==> config.mk <==
export PLATFORM = sky130hd
export DESIGN_NAME = gray2rgb_colormap
export DESIGN_NICKNAME = d
export VERILOG_FILES = /design/src/rtl/gray2rgb_pkg.sv /design/src/rtl/jet_lut.sv /design/src/rtl/gray2rgb_colormap.sv
export SDC_FILE = /design/constraint.sdc
export NUM_CORES = 1
export LEC_CHECK = 0
export ABC_AREA = 1
export BUFFER_PORTS_ARGS = -buffer_cell sky130_fd_sc_hd__buf_2
export CORE_MARGIN = 10
export CORE_UTILIZATION = 35
export CTS_CLUSTER_SIZE = 8
export DETAILED_ROUTE_END_ITERATION = 8
export PLACE_DENSITY = 0.6
export SLEW_MARGIN = 20
export SYNTH_ARGS = -nofsm -noshare
export SYNTH_HDL_FRONTEND = slang
export SYNTH_SLANG_ARGS = --single-unit
export TNS_END_PERCENT = 20
==> constraint.sdc <==
create_clock -name iCLK -period 6.85 [get_ports iCLK]
set_input_delay 1.0275 -clock iCLK [delete_from_list [all_inputs] [get_ports iCLK]]
set_output_delay 1.0275 -clock iCLK [all_outputs]
set_load 0.005 [all_outputs]
==> src/rtl/gray2rgb_pkg.sv <==
// gray2rgb_pkg: shared mode encodings for the gray-to-RGB colormap stage.
package gray2rgb_pkg;
    localparam logic [1:0] MODE_GRAY = 2'd0;
    localparam logic [1:0] MODE_JET  = 2'd1;
    localparam logic [1:0] MODE_THR  = 2'd2;
    localparam logic [1:0] MODE_INV  = 2'd3;
endpackage

==> src/rtl/jet_lut.sv <==
// jet_lut: combinational jet false-color map, four linear ramps selected by the top two bits.
module jet_lut #(
    parameter int DATA_W = 10
) (
    input  logic [DATA_W-1:0] i_x,
    output logic [DATA_W-1:0] o_r,
    output logic [DATA_W-1:0] o_g,
    output logic [DATA_W-1:0] o_b
);
    logic [1:0]        w_seg;
    logic [DATA_W-1:0] w_t;
    logic [DATA_W-1:0] w_m;

    assign w_seg = i_x[DATA_W-1 -: 2];
    // Stretch the in-segment offset to full scale by replicating its top bits.
    assign w_t   = {i_x[DATA_W-3:0], i_x[DATA_W-3 -: 2]};
    assign w_m   = '1;

    always_comb begin
        o_r = w_seg == 2'd2 ? w_t : w_seg == 2'd3 ? w_m : '0;
        o_g = w_seg == 2'd0 ? w_t : w_seg == 2'd3 ? w_m - w_t : w_m;
        o_b = w_seg == 2'd0 ? w_m : w_seg == 2'd1 ? w_m - w_t : '0;
    end
endmodule

==> src/rtl/gray2rgb_colormap.sv <==
// gray2rgb_colormap: 2-stage gray-to-RGB expansion with per-frame config latch and
// per-frame count of dark (below-threshold) pixels.
module gray2rgb_colormap
    import gray2rgb_pkg::*;
#(
    parameter int DATA_W = 10,
    parameter int CNT_W  = 20
) (
    input  logic              iCLK,
    input  logic              iRST,
    input  logic              iDVAL,
    input  logic              iFVAL,
    input  logic [DATA_W-1:0] iDATA,
    input  logic [1:0]        iMODE,
    input  logic [DATA_W-1:0] iTHRESH,
    output logic              oDVAL,
    output logic [DATA_W-1:0] oRed,
    output logic [DATA_W-1:0] oGreen,
    output logic [DATA_W-1:0] oBlue,
    output logic [CNT_W-1:0]  oHIT_CNT,
    output logic              oCNT_VALID
);
    logic [1:0]        r_cfg_mode;
    logic [DATA_W-1:0] r_cfg_thr;
    logic              r_fval_d;
    logic              r_active;
    logic [CNT_W-1:0]  r_cnt;
    logic              r_dval1;
    logic [DATA_W-1:0] r_x1;
    logic [1:0]        r_mode1;
    logic              r_hit1;

    logic              w_rise;
    logic              w_fall;
    logic [1:0]        w_mode;
    logic [DATA_W-1:0] w_thr;
    logic              w_hit;
    logic [DATA_W-1:0] w_jr, w_jg, w_jb;
    logic [DATA_W-1:0] w_r, w_g, w_b;

    // On the rising edge the incoming config applies to that same pixel.
    assign w_rise = iFVAL & ~r_fval_d;
    assign w_fall = ~iFVAL & r_fval_d & r_active;
    assign w_mode = w_rise ? iMODE : r_cfg_mode;
    assign w_thr  = w_rise ? iTHRESH : r_cfg_thr;
    assign w_hit  = iDATA < w_thr;

    always_ff @(posedge iCLK) begin
        if (iRST) begin
            r_cfg_mode <= MODE_GRAY;
            r_cfg_thr  <= '0;
            r_fval_d   <= 1'b1;
            r_active   <= 1'b0;
            r_cnt      <= '0;
            oHIT_CNT   <= '0;
            oCNT_VALID <= 1'b0;
        end else begin
            r_fval_d   <= iFVAL;
            oCNT_VALID <= w_fall;
            if (w_rise) begin
                r_cfg_mode <= iMODE;
                r_cfg_thr  <= iTHRESH;
                r_active   <= 1'b1;
                r_cnt      <= CNT_W'(iDVAL & w_hit);
            end else if (iFVAL & iDVAL & w_hit & ~&r_cnt) begin
                r_cnt <= r_cnt + CNT_W'(1);
            end
            if (w_fall) begin
                r_active <= 1'b0;
                oHIT_CNT <= r_cnt;
            end
        end
    end

    always_ff @(posedge iCLK) begin
        if (iRST) begin
            r_dval1 <= 1'b0;
            r_x1    <= '0;
            r_mode1 <= MODE_GRAY;
            r_hit1  <= 1'b0;
            oDVAL   <= 1'b0;
            oRed    <= '0;
            oGreen  <= '0;
            oBlue   <= '0;
        end else begin
            r_dval1 <= iDVAL;
            r_x1    <= iDATA;
            r_mode1 <= w_mode;
            r_hit1  <= w_hit;
            oDVAL   <= r_dval1;
            oRed    <= w_r;
            oGreen  <= w_g;
            oBlue   <= w_b;
        end
    end

    jet_lut #(.DATA_W(DATA_W)) u_jet (
        .i_x(r_x1),
        .o_r(w_jr),
        .o_g(w_jg),
        .o_b(w_jb)
    );

    always_comb begin
        w_r = r_x1;
        w_g = r_x1;
        w_b = r_x1;
        if (r_mode1 == MODE_JET) begin
            w_r = w_jr;
            w_g = w_jg;
            w_b = w_jb;
        end else if (r_mode1 == MODE_INV) begin
            w_r = ~r_x1;
            w_g = ~r_x1;
            w_b = ~r_x1;
        end else if (r_mode1 == MODE_THR && r_hit1) begin
            w_r = '1;
            w_g = '0;
            w_b = '0;
        end
    end
endmodule
Word-level counts from Yosys, hierarchy flattened. Index checks and enable logic that the tools add are counted.

Output and inout bits: 52. Input port bits: 26. Logic and storage cells: 55. Flip-flop bits (word level): 98.

Add/subtract/negate cells: 2. Equality and inequality tests: 6. Bitwise operators: 10. Reduce and logical (&&, ||, !) cells: 6. Magnitude comparators: 1. Mux-type cells: 16.

Operators by type and width (count): $mux W10 (14); $mux W20 (2); $add A20 B1 Y20 const B (1); $reduce_and A20 Y1 (1); $lt A10 B10 Y1 (1); $not A10 Y10 (1); $sub A10 B10 Y10 const A (1); $eq A2 B2 Y1 const B (4); $and A1 B1 Y1 (7); $eq A2 B1 Y1 const B (2); $logic_not A2 Y1 (1); $not A1 Y1 (2); $reduce_bool A2 Y1 (1); $reduce_or A2 Y1 (1); $logic_and A1 B1 Y1 (1); $logic_not A1 Y1 (1).

Logic depth before layout (Yosys ltp). Gate-level depths: netlist of the first run.

Depth after elaboration: 8. Depth in mapped cells: 15. Depth with buffers taken out: 13.

Cells and area by module. A second synthesis of the first run with hierarchy kept.

Cell total of the unflattened synthesis: 594. Area total of the unflattened synthesis: 4428.0 µm².

By module, submodules not included: gray2rgb_colormap (times used 1, cells each 533, area each 4107.7 µm², sequential area each 1961.9 µm²); jet_lut (times used 1, cells each 61, area each 320.3 µm², sequential area each 0.0 µm²).

Least setup slack after synthesis of the first run. OpenSTA, ideal clock, no wires.

Path type: in2reg. From: in iFVAL. To: reg r_cnt[11]. Setup time: 0.119 ns. Slack: 3.912 ns. Data arrival time: 2.819 ns. Stages: 13. Path buffers: 2. Data required time: 6.731 ns. Path through: nand2_4 > buf_2 > mux2i_1 > ha_1 > nand2_1 > inv_1 > nand2_1 > nand2_1 > a21oi_1 > nand4_2 > buf_4 > o21ai_0 > a21oi_1.

Longest elaborated chain between the ends: 6. Elaborated cells between the ends (all ways): 8. Classes of those cells: order compare: 1; mux: 2; bitwise: 4; reduce/logical: 1.

RTL lines: start, declared (RTL line gray2rgb_colormap.sv:12) `input logic iFVAL,`; $and A1 B1 Y1 (RTL line gray2rgb_colormap.sv:42) `assign w_rise = iFVAL & ~r_fval_d;`; $mux W10; $lt A10 B10 Y1 (RTL line gray2rgb_colormap.sv:46) `assign w_hit = iDATA < w_thr;`; $and A1 B1 Y1 (2 in series) (RTL line gray2rgb_colormap.sv:65) `end else if (iFVAL & iDVAL & w_hit & ~&r_cnt) begin`; $reduce_bool A2 Y1 (no source line); end signal, assigned (RTL line gray2rgb_colormap.sv:64) `r_cnt <= CNT_W'(iDVAL & w_hit);`; end signal, assigned (RTL line gray2rgb_colormap.sv:66) `r_cnt <= r_cnt + CNT_W'(1);`; end, declared (RTL line gray2rgb_colormap.sv:27) `logic [CNT_W-1:0] r_cnt;`.

Parallel ways exist; a longest one is shown, timed or not. A chain may end at the register's enable or synchronous reset.

Worst setup path after layout of the first run. Same ends and word-level chain as after synthesis.

==> flow_summary.toml, run 1 <==
[outcome]
status = "completed"

[floorplanning]
initial_core_util = 0.356
die_area_sq_mm = 0.0170
io_pins = 78
die-width_um = 131
coreArea_sq_mm = 0.0120
die_h_um = 131
num_rows = 40

[setup_path]
crit_chain = "buf_2, nand2_4, mux2i_1, ha_1, a21oi_1, nand2_1, a21oi_1, nand4_2, nand2_2, nand2_1, a21oi_1"
worstSetupPathType = "input port to register"
crit_arrival_ns = 3.76
critPathLaunchType = "input port"
required_ns = 7.12
cp_slowest_stage_delay_ns = 0.53
end_kind = "register"
cp_max_fo = 26
regToRegSetupSlack_ns = 3.79
r2r_cells = 11
cp_slowest_cell = "nand4_2"
crit_top_cell = "a21oi_1"

[route]
route.final.wire_length_mm = 11.3
vias_per_cell = 4.98
drc = 0
wl_per_cell_um = 14.2
vias = 3962
dr.pass1.iters = 5
drt_iter0_drc = 469
antenna_left = 0

[place]
routabilityCongestion = 0.892
dp_slack_ns = 3.05
dp_hpwl_mm = 8.38
io_buffers = 77

[timing]
report.final.slew_viol_count = 0
fin_tns_setup_ns = 0
setup_viol = 0
period_share = 0.510
rsz0062_at_grt = "false"
slew_headroom = 0.422
finalHoldViolations = 0
fin_skew_ns = 0.00631
fmax_mhz = 286
worstMarginPinSlew_ns = 0.864
finalCriticalPeriod_ns = 3.49
worst_slack_ns = 3.36

[logic_synthesis]
synth_area_leaders = "dfxtp_1, nand2_1, inv_1, a21oi_1, nor2_1"
synth_warnings = 0
synth-compound-area-share = 0.137
synth.distinct_cells = 32
syn_nets = 615
synth_edf_count = 0
synthFlopType = "dfxtp_1"
synthTopCellsByCount = "nand2_1, dfxtp_1, inv_1"
synth-adder-area-share = 0.0293
synth_top_family_by_area = "simple AND/OR/NAND/NOR gates"
syn_avg_cell_area_sq_um = 7.39
synth_top_area_share = 0.459
yosysTopAreaCell = "dfxtp_1"
yosys-mux-area-fraction = 0.0211
synth-simple-area-share = 0.253
synth_xor_xnor_area_share = 0.0143
syn_area_sq_mm = 0.00428
ys_ff_latch = 98
synthCells = 579
synth.most_common_cell = "nand2_1"
ys_seq_area_frac = 0.459
async_reset_ff_frac = 0

[clock_network]
ctsLongestPathBuffers = 2
numCtsBuffers = 9
cts_tree = "yes"
cts_hold_buf = 0
cts-resized-gates = 0
cts-root-buf = "clkbuf_16"
post_cts_buffers = 0
htree_levels = 3
clkTransAtPathRegs_ns = 0.06
cts.sink_count = 98
insertion_delay_ns = 0.34

[grt]
grt_first_pass_wirelength_mm = 18.7
grt_pass1_vias = 3826
grt_max_degree = 68
grt_usage = 0.135
antenna_found_initial = 0
overflow = 0

[layout]
drive_above_1_share = 0.157
layout.nets = 681
antennaDiodeCount = 0
area_growth_pct = 18.0

[hold_path]
hold-path-cell-count = 2
hold_path.class = "register to register"

[power_and_ir_drop]
power_density_mw_per_mm2 = 238
leakage_nw = 2.32
ir_worst_vdd_uv = 118

[job]
drv_cap = 0
==> metrics by stage <==
step	util	total power [mW]	instances	cell area (sq um)	hold slack, ns
floorplan	-	0.673	579	4280	0.388
global placement	0.396	0.707	781	4750	0.397
detailed placement	0.396	0.709	781	4750	0.401
CTS	0.420	1.21	796	5050	0.416
global route	0.420	1.25	796	5050	0.443
finish	0.420	1.20	796	5050	0.413
==> state kept, by name (all words and copies together), names as in the netlist <==
| name | cells |
|---|---|
| r_cfg_thr | 10 |
| r_hit1 | 1 |
| oDVAL | 1 |
| r_x1 | 10 |
| r_cnt | 20 |
| r_fval_d | 1 |
| oHIT_CNT | 20 |
| oGreen | 10 |
| r_active | 1 |
| r_mode1 | 2 |
| oRed | 10 |
| oBlue | 10 |
| oCNT_VALID | 1 |
| r_dval1 | 1 |
==> power breakdown <==
part / internal, mW / switching [mW] / leakage [nW]
combinational: 0.0355 / 0.0606 / 1.39
clock: 0.291 / 0.212 / 0.134
sequential: 0.589 / 0.0112 / 0.799
total: 0.915 / 0.284 / 2.32
==> final cells by class <==
type	count	area, sq um
Clock buffer	11	243
Multi-Input combinational cell	387	1940
Inverter	70	263
Sequential cell	98	1960
Tap cell	147	184
Timing Repair Buffer	79	400
Fill cell	1270	6960
Clock inverter	4	52.6
==> path summary, 6_finish.rpt <==
kind	to	start
setup / recovery	r_cnt[11]	iFVAL
hold / removal	oDVAL	r_dval1
setup reg to reg	r_cnt[11]	r_fval_d
hold reg to reg	oDVAL	r_dval1
==> cells by family (layout without fill, tap and decap cells) <==
kind of cell    count (synthesis)  in the layout
simple gates                  253            253
compound gates                108            108
flops                          98             98
buf+inv                        94            164
fa+ha+maj                      10             10
mux                             9              9
xor+xnor                        7              7
==> layer usage <==
metal / up-vias / GRT usage / routed length, um
li1: 2011 / - / -
met1: 1819 / 0.169 / 5050
met2: 110 / 0.222 / 5380
met3: 22 / 0.0314 / 609
met4: 0 / 0.0484 / 252
met5: - / 0 / 0
==> placed cells by master, fill, tap and decap left out, types with 10 or more instances in the layout <==
master	n
buf_2	77
a21oi_1	48
nor2_1	61
inv_1	70
o21ai_0	35
nand3_1	38
ha_1	10
nand2_1	129
a31oi_1	14
dfxtp_1	98
==> critical path, delay by kind of cell <==
kind	cells	cell delay (ns)
simple gates	5	1.41
compound gates	3	0.58
mux	1	0.30
fa+ha+maj	1	0.29
buf+inv	1	0.14
Power figures use the tool's default switching activity.
==> run 2, diff against run 1 <==
--- a/config.mk
+++ b/config.mk
@@ -5,13 +5,13 @@
 export SDC_FILE = /design/constraint.sdc
 export NUM_CORES = 1
 export LEC_CHECK = 0
-export ABC_AREA = 1
+export ABC_AREA = 0
 export BUFFER_PORTS_ARGS = -buffer_cell sky130_fd_sc_hd__buf_2
 export CORE_MARGIN = 10
 export CORE_UTILIZATION = 35
 export CTS_CLUSTER_SIZE = 8
 export DETAILED_ROUTE_END_ITERATION = 8
-export PLACE_DENSITY = 0.6
+export PLACE_DENSITY = 0.63
 export SLEW_MARGIN = 20
 export SYNTH_ARGS = -nofsm -noshare
 export SYNTH_HDL_FRONTEND = slang
==> constraint.sdc (replaced) <==
create_clock -name iCLK -period 3 [get_ports iCLK]
set_input_delay 0.45 -clock iCLK [delete_from_list [all_inputs] [get_ports iCLK]]
set_output_delay 0.45 -clock iCLK [all_outputs]
set_load 0.005 [all_outputs]
==> run 2 against run 1 <==
Total power rose by 140%; global-route usage shrank 0.99 points; utilization up 2.2 points; via count shrank 15%; flip-flop and latch count stayed put; die area down 6.2%; worst setup slack worse by 3.0 ns; sequential share of layout area grew 1.6 points; register-to-register slack worse by 3.4 ns; clock power rose to 2.6 times the previous value.
==> flow_summary.toml, run 2 <==
[outcome]
status = "completed"

[grt]
grt_usage = 0.125
grt_pass1_vias = 3200
antenna_found_initial = 0
grt_max_degree = 57
grt_first_pass_wirelength_mm = 16.5
overflow = 0

[timing]
slew_headroom = 0.489
report.final.slew_viol_count = 0
fmax_mhz = 376
timing.hold.ws_ns = 0.333
period_share = 0.885
rsz0062_at_grt = "false"
setup_viol = 0
fin_skew_ns = 0.00783
finalHoldViolations = 0
finalCriticalPeriod_ns = 2.66
worstMarginPinSlew_ns = 0.767

[setup_path]
cp_slowest_cell = "or3_1"
crit_arrival_ns = 2.93
crit_chain = "and2b_1, mux2i_1, ha_1, and4_1, nor4b_1, buf_4, o31ai_4, nand4_2, buf_4, or3_1, a21oi_1"
regToRegSetupSlack_ns = 0.34
cp_max_fo = 17
worstSetupPathType = "register to register"
end_kind = "register"
critPathLaunchType = "register"
crit_family = "simple AND/OR/NAND/NOR gates"
crit_buf_inv = 2
required_ns = 3.27
crit_top_cell = "buf_4"
cp_slowest_stage_delay_ns = 0.35

[route]
wl_per_cell_um = 14.7
drt_iter0_drc = 331
wl_met3_um = 601
vias_per_cell = 5.05
wl_met1_mm = 4.63
antenna_left = 0
vias = 3361
route.final.wire_length_mm = 9.82
dr.pass1.iters = 4
met2_wirelength_mm = 4.44
top_layer_used = "met4"
drc = 0

[logic_synthesis]
syn_avg_cell_area_sq_um = 8.79
yosysTopAreaCell = "dfxtp_1"
synth_edf_count = 0
synthCells = 451
synth.most_common_cell = "dfxtp_1"
syn_nets = 487
synth_area_leaders = "dfxtp_1, a21oi_1, nand2_1, o21ai_0, a22o_1"
synth_top_area_share = 0.495
ys_seq_area_frac = 0.495
synthFlopType = "dfxtp_1"
synth_warnings = 0
synth.distinct_cells = 44
async_reset_ff_frac = 0
synthTopCellsByCount = "dfxtp_1, a21oi_1, nand2_1"
ys_ff_latch = 98
syn_area_sq_mm = 0.00396

[clock_network]
ctsLongestPathBuffers = 2
insertion_delay_ns = 0.35
cts_tree = "yes"
post_cts_buffers = 0
numCtsBuffers = 9
cts-root-buf = "clkbuf_16"
clkTransAtPathRegs_ns = 0.06
htree_levels = 3
cts-resized-gates = 0
cts_hold_buf = 0
cts.sink_count = 98

[floorplanning]
initial_core_util = 0.361
die-width_um = 126
io_pins = 78
num_rows = 38
die_h_um = 126
die_area_sq_mm = 0.0160
coreArea_sq_mm = 0.0110

[layout]
layout_commonest_cell = "dfxtp_1"
layout_common_cells = "dfxtp_1, buf_2, a21oi_1"
area_growth_pct = 22.4
antennaDiodeCount = 0
layout.nets = 557
top_regs = "oHIT_CNT (20), r_cnt (20)"
final_area_sq_mm = 0.00485
drive_above_1_share = 0.205

[place]
postPlaceCellArea_sq_mm = 0.00450
dp_hpwl_mm = 7.11
routabilityCongestion = 0.809
io_buffers = 77

[hold_path]
hold_path.class = "input port to register"

[power_and_ir_drop]
power_density_mw_per_mm2 = 593
power_mw = 2.88
leakage_nw = 1.98
ir_worst_vdd_uv = 382

[job]
drv_cap = 0
run 2: worst reg2reg max path, stage by stage (launching register included):
cell     delay [ns]
dfxtp_1        0.32
and2b_1        0.28
mux2i_1        0.26
ha_1           0.27
and4_1         0.22
nor4b_1        0.15
buf_4          0.14
o31ai_4        0.08
nand4_2        0.15
buf_4          0.21
or3_1          0.35
a21oi_1        0.14
run 2: layer usage:
metal  up-vias  GRT usage
met5         -          0
met4         0     0.0543
met3         9     0.0379
met2        90      0.182
met1      1526      0.166
li1       1736          -
run 2: layout make-up:
class	instances	area (sq um)
Timing Repair Buffer	88	480
Multi-Input combinational cell	321	1880
Sequential cell	98	1960
Tap cell	140	175
Fill cell	1071	6130
Inverter	3	11.3
Clock buffer	10	229
Clock inverter	6	115
run 2: kinds of logic after synthesis:
kind of cell	Yosys count	share of synthesized area
compound gates	132	0.199
simple gates	166	0.209
mux	12	0.0306
fa+ha+maj	10	0.0316
buf+inv	32	0.0328
flops	98	0.495
xor+xnor	1	0.00221
run 2: per-stage QoR:
stage                     worst slack [ns]  setup TNS [ns]  cells  utilization
after floorplan                      0.191               0    451            -
after global placement               0.119               0    650        0.410
after detailed placement          -0.00206        -0.00206    650        0.410
after CTS                            0.202               0    666        0.441
after global routing                0.0912               0    666        0.442
final                                0.344               0    666        0.442
run 2: where the power goes:
| group | internal [mW] | leakage, nW | switching [mW] |
|---|---|---|---|
| logic | 0.0853 | 1.02 | 0.117 |
| registers | 1.34 | 0.799 | 0.0267 |
| clock network | 0.817 | 0.163 | 0.490 |
run 2: final timing paths:
check	from	endpoint	cells after the start
worst min register to register	r_dval1	oDVAL	1
worst max-delay path	r_fval_d	r_cnt[13]	11
worst min-delay path	iRST	r_fval_d	2
worst max register to register	r_fval_d	r_cnt[13]	11
==> run 3, diff against run 2 <==
--- a/config.mk
+++ b/config.mk
@@ -7,10 +7,12 @@
 export LEC_CHECK = 0
 export ABC_AREA = 0
 export BUFFER_PORTS_ARGS = -buffer_cell sky130_fd_sc_hd__buf_2
+export CORE_ASPECT_RATIO = 0.6
 export CORE_MARGIN = 10
 export CORE_UTILIZATION = 35
 export CTS_CLUSTER_SIZE = 8
 export DETAILED_ROUTE_END_ITERATION = 8
+export GPL_ROUTABILITY_DRIVEN = 0
 export PLACE_DENSITY = 0.63
 export SLEW_MARGIN = 20
 export SYNTH_ARGS = -nofsm -noshare
==> constraint.sdc (replaced) <==
create_clock -name iCLK -period 3 [get_ports iCLK]
set_input_delay 0.6 -clock iCLK [delete_from_list [all_inputs] [get_ports iCLK]]
set_output_delay 0.6 -clock iCLK [all_outputs]
set_load 0.005 [all_outputs]
==> run 3 against run 2 <==
First-iteration DRC count down 20%; maximum frequency down 5.7%; non-clock buffer count up 11; die area up 0.87%.
==> flow_summary.toml, run 3 (same netlist as run 2, synthesis figures left out) <==
[outcome]
status = "completed"

[route]
dr.pass1.iters = 5
wl_per_cell_um = 15.6
drt_iter0_drc = 264
drc = 0
antenna_left = 0
route.final.wire_length_mm = 10.5
vias = 3510
vias_per_cell = 5.19

[power_and_ir_drop]
p_int_mw = 2.08
seq_power_share = 0.500
netSwitchingFraction = 0.242
power_density_mw_per_mm2 = 562
power_mw = 2.75
clkPwrFrac = 0.424
ir_worst_vdd_uv = 278
combPwrFrac = 0.076
leakage_nw = 2.01
p_switching_uw = 664

[layout]
layout.nets = 568
fill_cells = 1062
layout_common_cells = "dfxtp_1, buf_2, a21oi_1"
layout_commonest_cell = "dfxtp_1"
layoutNonFillerInstCount = 676
antennaDiodeCount = 0
final_area_sq_mm = 0.00489
top_regs = "oHIT_CNT (20), r_cnt (20)"
area_growth_pct = 23.3
drive_above_1_share = 0.225

[clock_network]
cts-root-buf = "clkbuf_16"
numCtsBuffers = 9
cts.sink_count = 98
insertion_delay_ns = 0.35
clkTransAtPathRegs_ns = 0.07
cts_tree = "yes"
cts_hold_buf = 0
cts-resized-gates = 0
htree_levels = 3
post_cts_buffers = 0
ctsLongestPathBuffers = 2

[setup_path]
cp_slowest_cell = "or3_1"
crit_arrival_ns = 3.08
required_ns = 3.26
crit_family = "simple AND/OR/NAND/NOR gates"
end_kind = "register"
cp_slowest_stage_delay_ns = 0.46
crit_buf_inv = 1
critPathLaunchType = "register"
cp_max_fo = 16
crit_chain = "and2b_2, mux2i_1, ha_1, and4_1, nor4b_1, buf_4, o31ai_4, nand4_2, or3_1, a21oi_1"
worstSetupPathType = "register to register"

[grt]
grt_usage = 0.131
grt_pass1_vias = 3318
grt_max_degree = 56
overflow = 0
antenna_found_initial = 1
grt_first_pass_wirelength_mm = 16.9

[floorplanning]
die_area_sq_mm = 0.0161
coreArea_sq_mm = 0.0108
num_rows = 29
die_h_um = 102
initial_core_util = 0.367
die-width_um = 157
io_pins = 78

[timing]
finalCriticalPeriod_ns = 2.82
fin_tns_setup_ns = 0
fin_skew_ns = 0.00733
slew_headroom = 0.444
worstMarginPinSlew_ns = 0.832
setup_viol = 0
finalHoldViolations = 0
period_share = 0.939
report.final.slew_viol_count = 0
timing.hold.ws_ns = 0.449
rsz0062_at_grt = "true"
fmax_mhz = 355

[hold_path]
hold_path.class = "register to register"

[place]
io_buffers = 77
dp_hpwl_mm = 7.86
place_inst = 660
postPlaceCellArea_sq_mm = 0.00458

[job]
drv_cap = 0
## run 3: cell count changes in the layout (fill, tap and decap cells not counted), sizes merged
cell	previous run	this run
buf	88	99
bufinv	3	1
clkinvlp	1	3
clkbuf	10	9
inv	3	4
## run 3: stage by stage
stage          worst slack, ns   util
6_report                 0.184  0.452
5_1_grt                -0.0549  0.452
4_1_cts                  0.121  0.452
3_5_place_dp            -0.173  0.424
3_3_place_gp           -0.0640  0.424
2_1_floorplan           0.0414      -
## run 3: worst paths after layout
kind,from,to,slack (ns),cells after the start
worst min-delay path,r_dval1,oDVAL,0.45,1
worst min register to register,r_dval1,oDVAL,0.45,1
worst max register to register,r_fval_d,r_cnt[18],0.18,10
worst max-delay path,r_fval_d,r_cnt[18],0.18,10
## run 3: worst reg2reg max path, delay by kind of cell (launching register included)
kind            cells  cell delay, ns
flops               1            0.33
simple gates        5            1.49
buf+inv             1            0.14
mux                 1            0.26
fa+ha+maj           1            0.28
compound gates      2            0.22
## run 3: layer usage
layer	share of wire	vias up	global-route usage	routed length, um
li1	-	1759	-	-
met1	0.48	1635	0.174	5110
met2	0.43	102	0.195	4480
met3	0.078	12	0.0445	820
met4	0.011	2	0.0451	113
met5	0.0012	-	0	13
## run 3: layout make-up
class                           instances  area [sq um]  share of cell area
Sequential cell                        98          1960               0.401
Multi-Input combinational cell        321          1870               0.383
Timing Repair Buffer                   99           563               0.115
Clock buffer                            9           225              0.0461
Tap cell                              139           174              0.0356
Clock inverter                          7          78.8              0.0161
Inverter                                3          11.3             0.00230
## run 3: power groups by stage
stage                     sequential, mW  combinational [mW]  clock [mW]
after floorplan                     1.39               0.125           0
after global placement              1.40               0.206           0
after detailed placement            1.40               0.209           0
after CTS                           1.37               0.211        1.20
after global routing                1.38               0.235        1.25
final                               1.37               0.208        1.17
